===== src/rtl/fs_serial_nb.sv =====
// Digit-serial full subtractor: diff = a - b - bin, DIGIT bits per clock with a registered borrow chain.
// Optional signed-overflow flag is built when FS_SIGNED_OVF_EN is defined; otherwise ovf is tied low.
module fs_serial_nb #(
    parameter int WIDTH = 16,
    parameter int DIGIT = 4
) (
    input  logic             clk,
    input  logic             rst,
    input  logic             start,
    input  logic [WIDTH-1:0] a,
    input  logic [WIDTH-1:0] b,
    input  logic             bin,
    output logic             busy,
    output logic             done,
    output logic [WIDTH-1:0] diff,
    output logic             bar,
    output logic             ovf
);

    localparam int NDIG = WIDTH / DIGIT;
    localparam int KW   = (NDIG > 1) ? $clog2(NDIG) : 1;
    localparam logic [KW-1:0] KLAST = KW'(NDIG - 1);

    typedef enum logic [1:0] {IDLE, RUN, DONE} state_t;

    state_t           state;
    logic [KW-1:0]    k;
    logic             brw;
    logic [WIDTH-1:0] wa;
    logic [WIDTH-1:0] wb;
    logic [WIDTH-1:0] wres;
    logic [WIDTH-1:0] res_next;
    logic [DIGIT-1:0] a_dig;
    logic [DIGIT-1:0] b_dig;
    logic [DIGIT-1:0] d;
    logic             bo;

    // Digit select and write-back use constant slices per digit so the mux stays index-width clean.
    always_comb begin
        a_dig    = '0;
        b_dig    = '0;
        for (int unsigned i = 0; i < NDIG; i++) begin
            if (k == KW'(i)) begin
                a_dig = wa[i*DIGIT +: DIGIT];
                b_dig = wb[i*DIGIT +: DIGIT];
            end
        end
        {bo, d}  = {1'b0, a_dig} - {1'b0, b_dig} - {{DIGIT{1'b0}}, brw};
        res_next = wres;
        for (int unsigned i = 0; i < NDIG; i++) begin
            if (k == KW'(i)) begin
                res_next[i*DIGIT +: DIGIT] = d;
            end
        end
    end

    always_ff @(posedge clk) begin
        if (rst) begin
            state <= IDLE;
            k     <= '0;
            brw   <= 1'b0;
            wa    <= '0;
            wb    <= '0;
            wres  <= '0;
            busy  <= 1'b0;
            done  <= 1'b0;
            diff  <= '0;
            bar   <= 1'b0;
`ifdef FS_SIGNED_OVF_EN
            ovf   <= 1'b0;
`endif
        end else begin
            case (state)
                IDLE, DONE: begin
                    done <= 1'b0;
                    if (start) begin
                        wa    <= a;
                        wb    <= b;
                        brw   <= bin;
                        k     <= '0;
                        busy  <= 1'b1;
                        state <= RUN;
                    end else begin
                        state <= IDLE;
                    end
                end
                RUN: begin
                    wres <= res_next;
                    brw  <= bo;
                    k    <= k + 1'b1;
                    if (k == KLAST) begin
                        k     <= '0;
                        busy  <= 1'b0;
                        done  <= 1'b1;
                        diff  <= res_next;
                        bar   <= bo;
`ifdef FS_SIGNED_OVF_EN
                        ovf   <= (wa[WIDTH-1] != wb[WIDTH-1]) && (res_next[WIDTH-1] != wa[WIDTH-1]);
`endif
                        state <= DONE;
                    end
                end
                default: state <= IDLE;
            endcase
        end
    end

`ifndef FS_SIGNED_OVF_EN
    assign ovf = 1'b0;
`endif

endmodule


===== config.mk =====
export PLATFORM = sky130hd
export DESIGN_NAME = fs_serial_nb
export DESIGN_NICKNAME = d
export VERILOG_FILES = /design/src/rtl/fs_serial_nb.sv
export SDC_FILE = /design/constraint.sdc
export NUM_CORES = 1
export LEC_CHECK = 0
export BUFFER_PORTS_ARGS = -buffer_cell sky130_fd_sc_hd__buf_2
export CORE_MARGIN = 1.5
export CORE_UTILIZATION = 40
export DETAILED_ROUTE_END_ITERATION = 6
export HOLD_SLACK_MARGIN = 0.02
export PLACE_DENSITY_LB_ADDON = 0.05
export SLEW_MARGIN = 20
export SYNTH_ARGS = -nofsm -noshare
export SYNTH_HDL_FRONTEND = slang
export SYNTH_SLANG_ARGS = --single-unit

===== constraint.sdc =====
create_clock -name clk -period 4.2 [get_ports clk]
set_input_delay 0.21 -clock clk [delete_from_list [all_inputs] [get_ports clk]]
set_output_delay 0.21 -clock clk [all_outputs]
set_load 0.05 [all_outputs]

* Yosys cells after proc, flatten, opt, wreduce, memory -nomap -nowiden
Cells that the tools add are included.
Widths: inputs -> output; s select.
** Operators by class
- Mux-type cells :: 25
- Reductions and logical operators :: 9
- Eq/ne operators :: 7
- Add/sub/neg operators :: 3
** Operators with widths (count)
- $mux 4 :: 12
- $pmux 2 s2 :: 2
- $reduce_and 2->1 :: 4
- $eq 2x2->1 const B :: 3
- $mux 2 :: 3
- $pmux 1 s2 :: 3
- $mux 1 :: 5
- $sub 4x4->5 :: 1
- $sub 5x1->5 :: 1
- $eq 2x1->1 const B :: 2
- $logic_not 2->1 :: 2
- $ne 2x2->1 const B :: 2
- $reduce_and 3->1 :: 1
- $add 2x1->2 const B :: 1
- $reduce_bool 2->1 :: 1
- $reduce_or 2->1 :: 1
** Word-level totals
- Register bits after elaboration :: 72
- Logic and storage cells :: 54

* Longest topological paths before layout
Gate-level depths: netlist of run 1.
- Word-level depth :: 8
- Gate-level depth with buffers :: 16
- Gate-level depth less buffers :: 15

* Worst setup path after synthesis of run 1
Ideal clock, no wire load.
- Path kind :: reg-to-reg
- Start point :: register k[0]
- End point :: register wres[3]
- Arrival time :: 2.824 ns
- Path slack :: 1.292 ns
- Buffers on the path :: 2
- Setup time :: 0.084 ns
- Required time :: 4.116 ns
- Cell stages (with the launch flop) :: 16
- Period minus slack after synthesis :: 2.908 ns
- Cells stage by stage :: dfxtp_1 inv_1 ha_1 buf_4 buf_2 nand3b_1 a21oi_1 a21oi_1 o21ai_0 fa_1 inv_1 ha_1 a31o_2 a21oi_1 nand3_4 o31ai_2
** On the way
- Word-level cells in the longest chain between the ends :: 8
- Elaborated cells on any way between the ends :: 15
- Those cells by class :: add/sub: 2; eq/ne: 3; mux: 9; reduce/logical: 1
** RTL lines
- from (decl) :: line 27 : logic [KW-1:0] k;
- from (signal assigned) :: line 90 : k <= k + 1'b1;
- $logic_not 2->1 :: line 43, 51
- $mux 4 (4 in series) :: line 43 : if (k == KW'(i)) begin
- $sub 4x4->5 :: line 48 : {bo, d} = {1'b0, a_dig} - {1'b0, b_dig} - {{DIGIT{1'b0}}, brw};
- $sub 5x1->5 :: line 48
- $mux 4 (*) :: line 51 : if (k == KW'(i)) begin
- to (signal assigned) :: line 88 : wres <= res_next;
- to (decl) :: line 31 : logic [WIDTH-1:0] wres;
Mark *: on every way between the ends. The rest lies on a longest branch, timed or not.
A chain may end at the register's enable or synchronous reset.

* Worst setup path after layout of run 1
- Start point :: register k[0]
- End point :: register diff[10]
** On the way
- Word-level cells in the longest chain between the ends :: 8
- Elaborated cells on any way between the ends :: 16
- Those cells by class :: add/sub: 2; eq/ne: 3; mux: 9; reduce/logical: 2
** RTL lines
- $logic_not 2->1 :: line 43
- $mux 4 (4 in series) :: line 43
- $sub 4x4->5 :: line 48
- $sub 5x1->5 :: line 48
- $mux 4 :: line 51
- to (signal assigned) :: line 95 : diff <= res_next;
- to (decl) :: line 15 : output logic [WIDTH-1:0] diff,
Parallel ways exist; a longest one is shown, timed or not.

==> flow_summary.yaml, run 1 <==
outcome:
  status: "finished clean"
finish:
  post_route_cells_drive_above_1_share: 0.200
  nets: 466
  n_antenna_cell: 0
  post-route-util: 0.485
  synthToLayoutAreaGrowth_pct: 17.3
synthesis:
  syn_inst: 379
  ys.flop_type: "dfxtp_1"
  syn_avg_cell_area_um2: 7.87
  ys_seq_elements: 68
  yosysMostFrequentCell: "nand2_1"
  syn_area_um2: 2980
  ys_seq_area_frac: 0.457
  synth_async_sr_flop_share: 0
  synth-edff-count: 0
  yosys-top-cells-area: "dfxtp_1 (46%), nand2_1 (14%), a21oi_1 (10%)"
  ys_types: 35
  synth_top_area_frac: 0.457
  synth_common_cells: "nand2_1 (111), dfxtp_1 (68), a21oi_1 (62), o21ai_0 (22), clkbuf_1 (21)"
  yosysTopAreaCell: "dfxtp_1"
  yosys_warnings: 0
  syn-num-nets: 425
sta:
  slew_violations: 0
  fin_crit_sh: 0.797
  fin_tns_setup_ns: 0
  layout_min_cycle_time_ns: 3.35
  tightest_slew_ns: 0.655
  setup_violations: 0
  whs_ns: 0.0996
  relSlewSlack: 0.563
  setup_ws_ns: 0.853
  rsz0062_at_grt: "no"
  fin_worst_skew_ns: 0.0114
  fmax_mhz: 299
  hold_viol: 0
setup_path:
  crit_buf_inv: 1
  worstPathRequired_ns: 4.46
  crit_path_end_kind: "flop"
  slowest_delay_ns: 0.58
  crit_fanout: 17
  critPathLaunchType: "flop"
  crit_chain: "inv_1, ha_1, nand3b_1, a21oi_1, a21oi_1, nor2_1, a21oi_1, fa_1, fa_1, xnor2_1, mux2i_1, o21ai_0"
  slowest_stage: "ha_1"
  crit_type: "flop to flop"
  crit_family: "adder cells"
  path_common_cell: "a21oi_1"
  critPathArrivalTime_ns: 3.61
global_route:
  grt_overflow: 0
  track_usage: 0.191
  grt_pass1_wl_um: 11400
  grt_pass1_vias: 2425
  grt_max_degree: 56
  grt_antenna_before_repair: 0
detailed_routing:
  ant_nets: 0
  dr_total_vias: 2534
  drt-initial-drc-count: 91
  wl_um: 6940
  vias_per_cell: 4.84
  dr.pass1.iters: 4
  post_drt_wl_per_cell_um: 13.2
  drc_errors: 0
power_and_ir_drop:
  p_leak_uw: 0.00140
  powerDensity_nw_per_um2: 422
  max-vdd-ir-drop_uv: 157
  power_uw: 1480
floorplan:
  fp.dieW_um: 89.3
  start_util: 0.413
  io_pins: 56
  core_area_um2: 7210
  die-area_um2: 7980
  die_h_um: 89.3
  num_rows: 31
clock_network:
  cts_setup_buffers: 0
  cts_max_path_buffers: 2
  cts.hold.buffers_added: 0
  clk_latency_ns: 0.34
  clock_sinks: 68
  cts_tree: "yes"
  clk_pin_slew_ns: 0.08
  clockRootBuffer: "clkbuf_8"
  cts.repair.resized: 0
  htreeDepth: 3
  cts_buffers: 9
place:
  io_buffers: 54
  gp_congestion: 0.851
  dp_hpwl_um: 4820
  place_worst_setup_slack_ns: 0.844
job:
  cap_violations: 0
worst_hold_path:
  hold_path_class: "primary input to flop"
==> final timing paths <==
kind                            slack (ns)  depth (start not counted)  endpoint     from
worst min-delay path                   0.1                          3     wb[7]     b[7]
worst min register to register        0.45                          2   diff[5]  diff[5]
worst max register to register        0.85                         12  diff[10]     k[0]
worst max-delay path                  0.85                         12  diff[10]     k[0]
==> sequential cells by signal, summed over array words and instances (netlist names) <==
register and count:
diff 16, wb 16, busy 1, bar 1, brw 1, k 2, wa 16, done 1
wres 12, state 2
==> layout make-up <==
type	instances	area [µm²]
Clock buffer	10	138
Clock inverter	6	63.8
Fill cell	768	3720
Inverter	7	26.3
Multi-Input combinational cell	273	1460
Sequential cell	68	1360
Tap cell	99	124
Timing Repair Buffer	61	323
==> routing by layer <==
| layer | part of all wire | wire length [µm] | up-vias | GRT usage |
|---|---|---|---|---|
| met2 | 0.48 | 3310 | 47 | 0.316 |
| met3 | 0.034 | 238 | 6 | 0.0323 |
| met4 | 0.012 | 80 | 0 | 0.0909 |
| met5 | 0 | 0 | - | 0 |
| li1 | - | - | 1342 | - |
| met1 | 0.48 | 3310 | 1139 | 0.242 |
==> cell families (layout without fill, tap and decap cells) <==
kind of cell	count (synthesis)	in the layout	share of synthesized area
and+or+nand+nor	153	153	0.225
AOI/OAI and AO/OA	104	104	0.201
DFF	68	68	0.457
buffers and inverters	38	84	0.0537
adders and majority gates	10	10	0.0470
muxes	3	3	0.0101
xor gates and xnor gates	2	2	0.00588
other	1	1	0.00126
==> placed cells by master (no fill, tap or decap), types with 2 or more instances in the layout <==
cell and n:
o211ai_1 3, clkbuf_8 10, clkinvlp_4 2, clkinv_2 2, mux2i_1 3, buf_2 54, dfxtp_1 68, inv_1 6
fa_1 2, a211oi_1 8, ha_1 8, o21ai_0 22, nand2_1 111, a21oi_1 62, nor2_1 15, and2_1 3
nand3b_1 14, o31ai_2 3, xnor2_1 2, buf_4 7, nand2b_1 3
==> report_power, final <==
| part | leakage [µW] | switching, µW | internal (µW) |
|---|---|---|---|
| registers | 0.000554 | 16.9 | 673 |
| logic | 0.000746 | 152 | 90.1 |
| clock network | 0.0000983 | 254 | 289 |
| total | 0.00140 | 422 | 1050 |
==> tightest hold or removal path, stage by stage <==
cell and delay, ns:
buf_2 0.09, nand2_1 0.04, a21oi_1 0.05
==> stage by stage <==
stage               area (µm²)  instances
floorplan                 2980        379
global placement          3300        508
detailed placement        3300        508
CTS                       3500        524
global route              3500        524
finish                    3500        524
Power figures use the tool's default switching activity.
==> inputs of run 2 (changes only) <==
Clock period 4.2 ns to 3.2 ns, I/O delays scaled along.
==> run 2 against run 1 <==
  * Clock power grew 17%
  * Cell area is 0.46% higher
  * Utilization grew 0.23 points
  * Non-clock buffer count rose by 5
  * Worst setup slack got worse by 0.62 ns
  * Sequential power up 31%
  * Count of clock-buffer cells in the layout is the same
  * Sequential share of layout area down 0.18 points
  * Hold slack lost 0.068 ns
  * Critical path type unchanged
  * Largest cell class unchanged
  * Highest routed layer unchanged
==> flow_summary.yaml, run 2 (synthesis results as in run 1) <==
sta:
  layout_min_cycle_time_ns: 2.97
  slew_violations: 0
  fmax_mhz: 337
  setup_violations: 0
  rsz0062_at_grt: "no"
  fin_tns_setup_ns: 0
  fin_crit_sh: 0.927
  whs_ns: 0.0319
  setup_ws_ns: 0.233
  relSlewSlack: 0.480
  tightest_slew_ns: 0.776
  hold_viol: 0
  fin_worst_skew_ns: 0.00945
global_route:
  grt_pass1_vias: 2307
  track_usage: 0.188
  grt_pass1_wl_um: 11100
  grt_antenna_before_repair: 0
  grt_max_degree: 35
  grt_overflow: 0
floorplan:
  start_util: 0.413
  io_pins: 56
  fp.dieW_um: 89.3
  core_area_um2: 7210
  num_rows: 31
  die-area_um2: 7980
  die_h_um: 89.3
finish:
  layout_common_cells: "nand2_1 (111), dfxtp_1 (68), a21oi_1 (62)"
  layout_commonest_cell: "nand2_1"
  nFillCells: 789
  post-route-util: 0.487
  synthToLayoutAreaGrowth_pct: 17.9
  post_route_cells_drive_above_1_share: 0.207
  n_antenna_cell: 0
  area.sequential_um2: 1360
  multiInputGateArea_um2: 1460
  nets: 471
  fin_cells: 529
  top_regs: "diff x16, wa x16, wb x16"
power_and_ir_drop:
  p_int_uw: 1310
  switchingPower_uw: 557
  powerDensity_nw_per_um2: 532
  seqPwrFrac: 0.485
  max-vdd-ir-drop_uv: 233
  netSwitchingFraction: 0.298
  power_frac_comb: 0.176
  p_clk_frac: 0.339
  p_leak_uw: 0.00142
setup_path:
  critPathLaunchType: "flop"
  crit_buf_inv: 2
  worstPathRequired_ns: 3.48
  r2r_end: "wres[3]"
  crit_type: "flop to flop"
  rr_startpoint: "k[1]"
  crit_chain: "inv_1, ha_1, nand3b_1, a21oi_1, a21oi_1, nor2_1, a21oi_1, fa_1, inv_1, ha_1, a31o_2, a21oi_1, nand3_4, o31ai_2"
  r2r_slack_ns: 0.23
  path_common_cell: "a21oi_1"
  crit_family: "compound AO/OA/AOI/OAI gates"
  slowest_delay_ns: 0.42
  critPathArrivalTime_ns: 3.24
  slowest_stage: "fa_1"
  crit_fanout: 8
  rr_worst_depth: 14
  crit_path_end_kind: "flop"
clock_network:
  cts_tree: "yes"
  htreeDepth: 3
  clk_latency_ns: 0.36
  clk_pin_slew_ns: 0.08
  cts_setup_buffers: 0
  clockRootBuffer: "clkbuf_8"
  clock_sinks: 68
  cts_max_path_buffers: 2
  cts_buffers: 9
detailed_routing:
  wl_um: 6840
  ant_nets: 0
  drt-initial-drc-count: 69
  vias_per_cell: 4.90
  dr_total_vias: 2591
  dr.pass1.iters: 4
  drc_errors: 0
  post_drt_wl_per_cell_um: 12.9
place:
  gp_congestion: 0.793
  io_buffers: 54
  place_worst_setup_slack_ns: 0.243
  dp_hpwl_um: 4950
  placed_cells: 512
worst_hold_path:
  hold_path_class: "primary input to flop"
  hold-path-cell-count: 3
  worstHoldEndpoint: "wb[12]"
  hp-start: "b[12]"
outcome:
  status: "finished clean"
job:
  cap_violations: 0
-- run 2: cell types whose count changed in the layout (fill, tap and decap cells not counted) --
cell,previous run,this run
buf_4,7,11
bufinv_16,1,0
clkinv_2,2,3
clkinv_4,1,2
clkinvlp_4,2,1
dlygate4sd3_1,0,1
-- run 2: stage by stage --
stage | power [µW] | area [µm²]
after CTS | 1900 | 3510
final | 1870 | 3510
after global routing | 1980 | 3510
after detailed placement | 1260 | 3330
after floorplan | 1150 | 2980
after global placement | 1250 | 3330
-- run 2: cell type report --
cell class / count / area share
Sequential cell: 68 / 0.387
Clock inverter: 6 / 0.0114
Clock buffer: 10 / 0.0392
Inverter: 7 / 0.00748
Tap cell: 99 / 0.0352
Multi-Input combinational cell: 273 / 0.416
Timing Repair Buffer: 66 / 0.103
-- run 2: power groups by stage --
stage	logic, µW	clock network [µW]	registers, µW
2_1_floorplan	229	0	923
3_3_place_gp	327	0	927
3_5_place_dp	331	0	927
4_1_cts	333	655	908
5_1_grt	367	700	912
6_report	329	633	907
-- run 2: how the worst max path moves through the flow --
| stage | to | from | slack (ns) | cells past startpoint |
|---|---|---|---|---|
| floorplan | wres[3] | k[0] | 0.29 | 15 |
| global placement | wres[3] | k[0] | 0.33 | 12 |
| detailed placement | wres[3] | k[1] | 0.24 | 14 |
| CTS | wres[3] | k[1] | 0.23 | 14 |
| global route | wres[11] | k[1] | 0.04 | 14 |
| finish | wres[3] | k[1] | 0.23 | 14 |
-- run 2: worst register-to-register path, stage by stage (launching register included) --
cell	delay, ns
dfxtp_1	0.38
inv_1	0.08
ha_1	0.27
nand3b_1	0.19
a21oi_1	0.15
a21oi_1	0.05
nor2_1	0.10
a21oi_1	0.06
fa_1	0.42
inv_1	0.08
ha_1	0.25
a31o_2	0.26
a21oi_1	0.23
nand3_4	0.16
o31ai_2	0.23
-- run 2: per-layer routing --
layer | track usage | vias up | wire length, µm
met5 | 0 | - | 0
met4 | 0.0755 | 0 | 116
met3 | 0.0536 | 10 | 239
met2 | 0.306 | 45 | 3190
met1 | 0.233 | 1182 | 3300
li1 | - | 1354 | -
-- run 2: timing repair --
action                     4_1_cts  5_1_grt
hold endpoints to repair         1        0
gates resized for setup          0        0
hold buffers                     1        0
setup endpoints to repair        0        0
==> inputs of run 3 (changes only) <==
Settings changed: ABC_AREA set to 1, CAP_MARGIN set to 40, CTS_CLUSTER_SIZE set to 12.
==> run 3 against run 2 <==
  * Clock skew fell by 0.00099 ns
  * Sequential power rose by 2.9%
  * Global-route usage fell by 0.34 points
  * Sequential share of layout area rose by 0.42 points
  * Highest routed layer unchanged
  * Clock power fell by 8.8%
  * Via count rose by 0.85%
  * Critical endpoint is now brw
  * First-iteration DRC count rose by 20%
==> flow_summary.yaml, run 3 <==
global_route:
  grt_pass1_wl_um: 11100
  grt_pass1_vias: 2281
  track_usage: 0.184
  grt_overflow: 0
  gr-usage-met1: 0.248
  use_met2: 0.282
  grt.busiest_layer: "met2"
  grt_antenna_before_repair: 0
  use_met3: 0.0379
  grt_max_degree: 45
worst_hold_path:
  hp-start: "a[2]"
  hold_path_class: "primary input to flop"
  worstHoldEndpoint: "wa[2]"
  hold-path-cell-count: 3
sta:
  fin_tns_setup_ns: 0
  fin_crit_sh: 0.900
  setup_ws_ns: 0.320
  hold_viol: 0
  slew_violations: 0
  fin_worst_skew_ns: 0.00846
  fmax_mhz: 347
  layout_min_cycle_time_ns: 2.88
  setup_violations: 0
  rsz0062_at_grt: "no"
finish:
  post_route_cells_drive_above_1_share: 0.217
  layout_commonest_cell: "nor2_1"
  layout_common_cells: "nor2_1 (71), dfxtp_1 (68), o21ai_0 (61)"
  nets: 479
  synthToLayoutAreaGrowth_pct: 16.4
  nFillCells: 763
  fin_cells: 536
  design_area_um2: 3480
  n_antenna_cell: 0
  top_regs: "diff x16, wa x16, wb x16"
detailed_routing:
  vias_per_cell: 4.88
  dr_total_vias: 2613
  drt-initial-drc-count: 83
  dr.pass1.iters: 4
  wl_um: 6830
  drc_errors: 0
  post_drt_wl_per_cell_um: 12.7
  ant_nets: 0
clock_network:
  clockRootBuffer: "clkbuf_8"
  cts_max_path_buffers: 2
  clk_pin_slew_ns: 0.07
  clock_sinks: 68
  cts_setup_buffers: 0
  cts_tree: "yes"
  cts.repair.resized: 0
  cts.hold.buffers_added: 0
  clk_latency_ns: 0.34
  htreeDepth: 3
  cts_buffers: 9
setup_path:
  slowest_delay_ns: 0.46
  worstPathRequired_ns: 3.42
  critPathLaunchType: "flop"
  crit_chain: "inv_1, ha_1, buf_4, a22oi_1, nand2_1, o21ai_0, a21oi_1, fa_1, fa_2, a21oi_1, nor2_1, xor2_1, o21ai_0, a21oi_1"
  critPathArrivalTime_ns: 3.10
  crit_fanout: 14
  rr_startpoint: "k[1]"
  path_common_cell: "a21oi_1"
  crit_type: "flop to flop"
  crit_path_end_kind: "flop"
  r2r_slack_ns: 0.32
  crit_start: "k[1]"
  slowest_stage: "fa_1"
  crit_family: "adder cells"
  rr_worst_depth: 14
  crit_buf_inv: 2
  r2r_end: "brw"
synthesis:
  ys_seq_area_frac: 0.456
  syn-num-nets: 429
  synth_common_cells: "nor2_1 (72), dfxtp_1 (68), o21ai_0 (61), nand2_1 (43), a21oi_1 (29)"
  ys_types: 26
  yosys-top-cells-area: "dfxtp_1 (46%), o21ai_0 (10%), nor2_1 (9.0%)"
  ys.flop_type: "dfxtp_1"
  yosysMostFrequentCell: "nor2_1"
  synth_top_area_frac: 0.456
  yosys_warnings: 0
  synth-edff-count: 0
  synth_async_sr_flop_share: 0
  ys_seq_elements: 68
  syn_area_um2: 2990
  yosysTopAreaCell: "dfxtp_1"
  syn_avg_cell_area_um2: 7.80
  syn_inst: 383
power_and_ir_drop:
  max-vdd-ir-drop_uv: 222
  p_leak_uw: 0.00163
  powerDensity_nw_per_um2: 550
floorplan:
  fp.dieW_um: 89.4
  die-area_um2: 7990
  num_rows: 31
  io_pins: 56
  start_util: 0.412
  core_area_um2: 7250
  die_h_um: 89.4
place:
  io_buffers: 54
  placed_cells: 521
  gp_congestion: 0.856
  dp_hpwl_um: 4850
  post_dp_cell_area_um2: 3310
  place_worst_setup_slack_ns: 0.182
job:
  cap_violations: 0
outcome:
  status: "finished clean"
-- run 3: cell types whose count changed after synthesis, moves of 9 or more --
cell,change
a21oi_1,-33
clkbuf_1,-9
inv_1,+13
nand2_1,-68
nand3_1,+24
nand3b_1,-14
nor2_1,+57
o21ai_0,+39
-- run 3: tightest hold or removal path: stages --
cell and delay [ns]:
buf_2 0.07, o21ai_0 0.07, nor2_1 0.07
-- run 3: worst max path at each step --
stage	endpoint	cells after the start
floorplan	brw	14
global placement	diff[10]	12
detailed placement	wres[10]	12
CTS	wres[10]	12
global route	brw	14
finish	brw	14
-- run 3: logic make-up (layout without fill, tap and decap cells) --
| kind of cell | after synthesis | count (layout) | share of synthesized area |
|---|---|---|---|
| compound gates | 106 | 106 | 0.195 |
| buf+inv | 49 | 103 | 0.0767 |
| other cells | 1 | 1 | 0.00126 |
| mux | 3 | 3 | 0.0101 |
| flops | 68 | 68 | 0.456 |
| fa+ha+maj | 10 | 10 | 0.0469 |
| xor+xnor | 2 | 2 | 0.00587 |
| simple gates | 144 | 144 | 0.209 |
-- run 3: metrics by stage --
step,hold WS (ns),total power (µW),utilization
CTS,0.0585,1920,0.478
floorplan,0.327,1240,-
detailed placement,0.417,1350,0.457
global placement,0.409,1340,0.457
finish,0.0703,1910,0.479
global route,0.0714,2040,0.479
-- run 3: area by class of cell --
| type | instances | area (µm²) | share of cell area |
|---|---|---|---|
| tap | 99 | 124 | 0.0356 |
| clock inverter | 3 | 15.0 | 0.00432 |
| clock buffer | 12 | 135 | 0.0389 |
| sequential | 68 | 1360 | 0.392 |
| inverter | 26 | 103 | 0.0295 |
| timing repair buffer | 62 | 330 | 0.0950 |
| multi-input combinational | 266 | 1410 | 0.405 |
-- run 3: report_power, final --
part	total [µW]	switching (µW)	internal [µW]
combinational	402	250	153
sequential	933	30.5	902
clock	577	303	274
-- run 3: metal layers --
layer	wire, µm	vias up
li1	-	1372
met1	3370	1170
met2	3020	60
met3	290	11
met4	144	0
met5	0	-
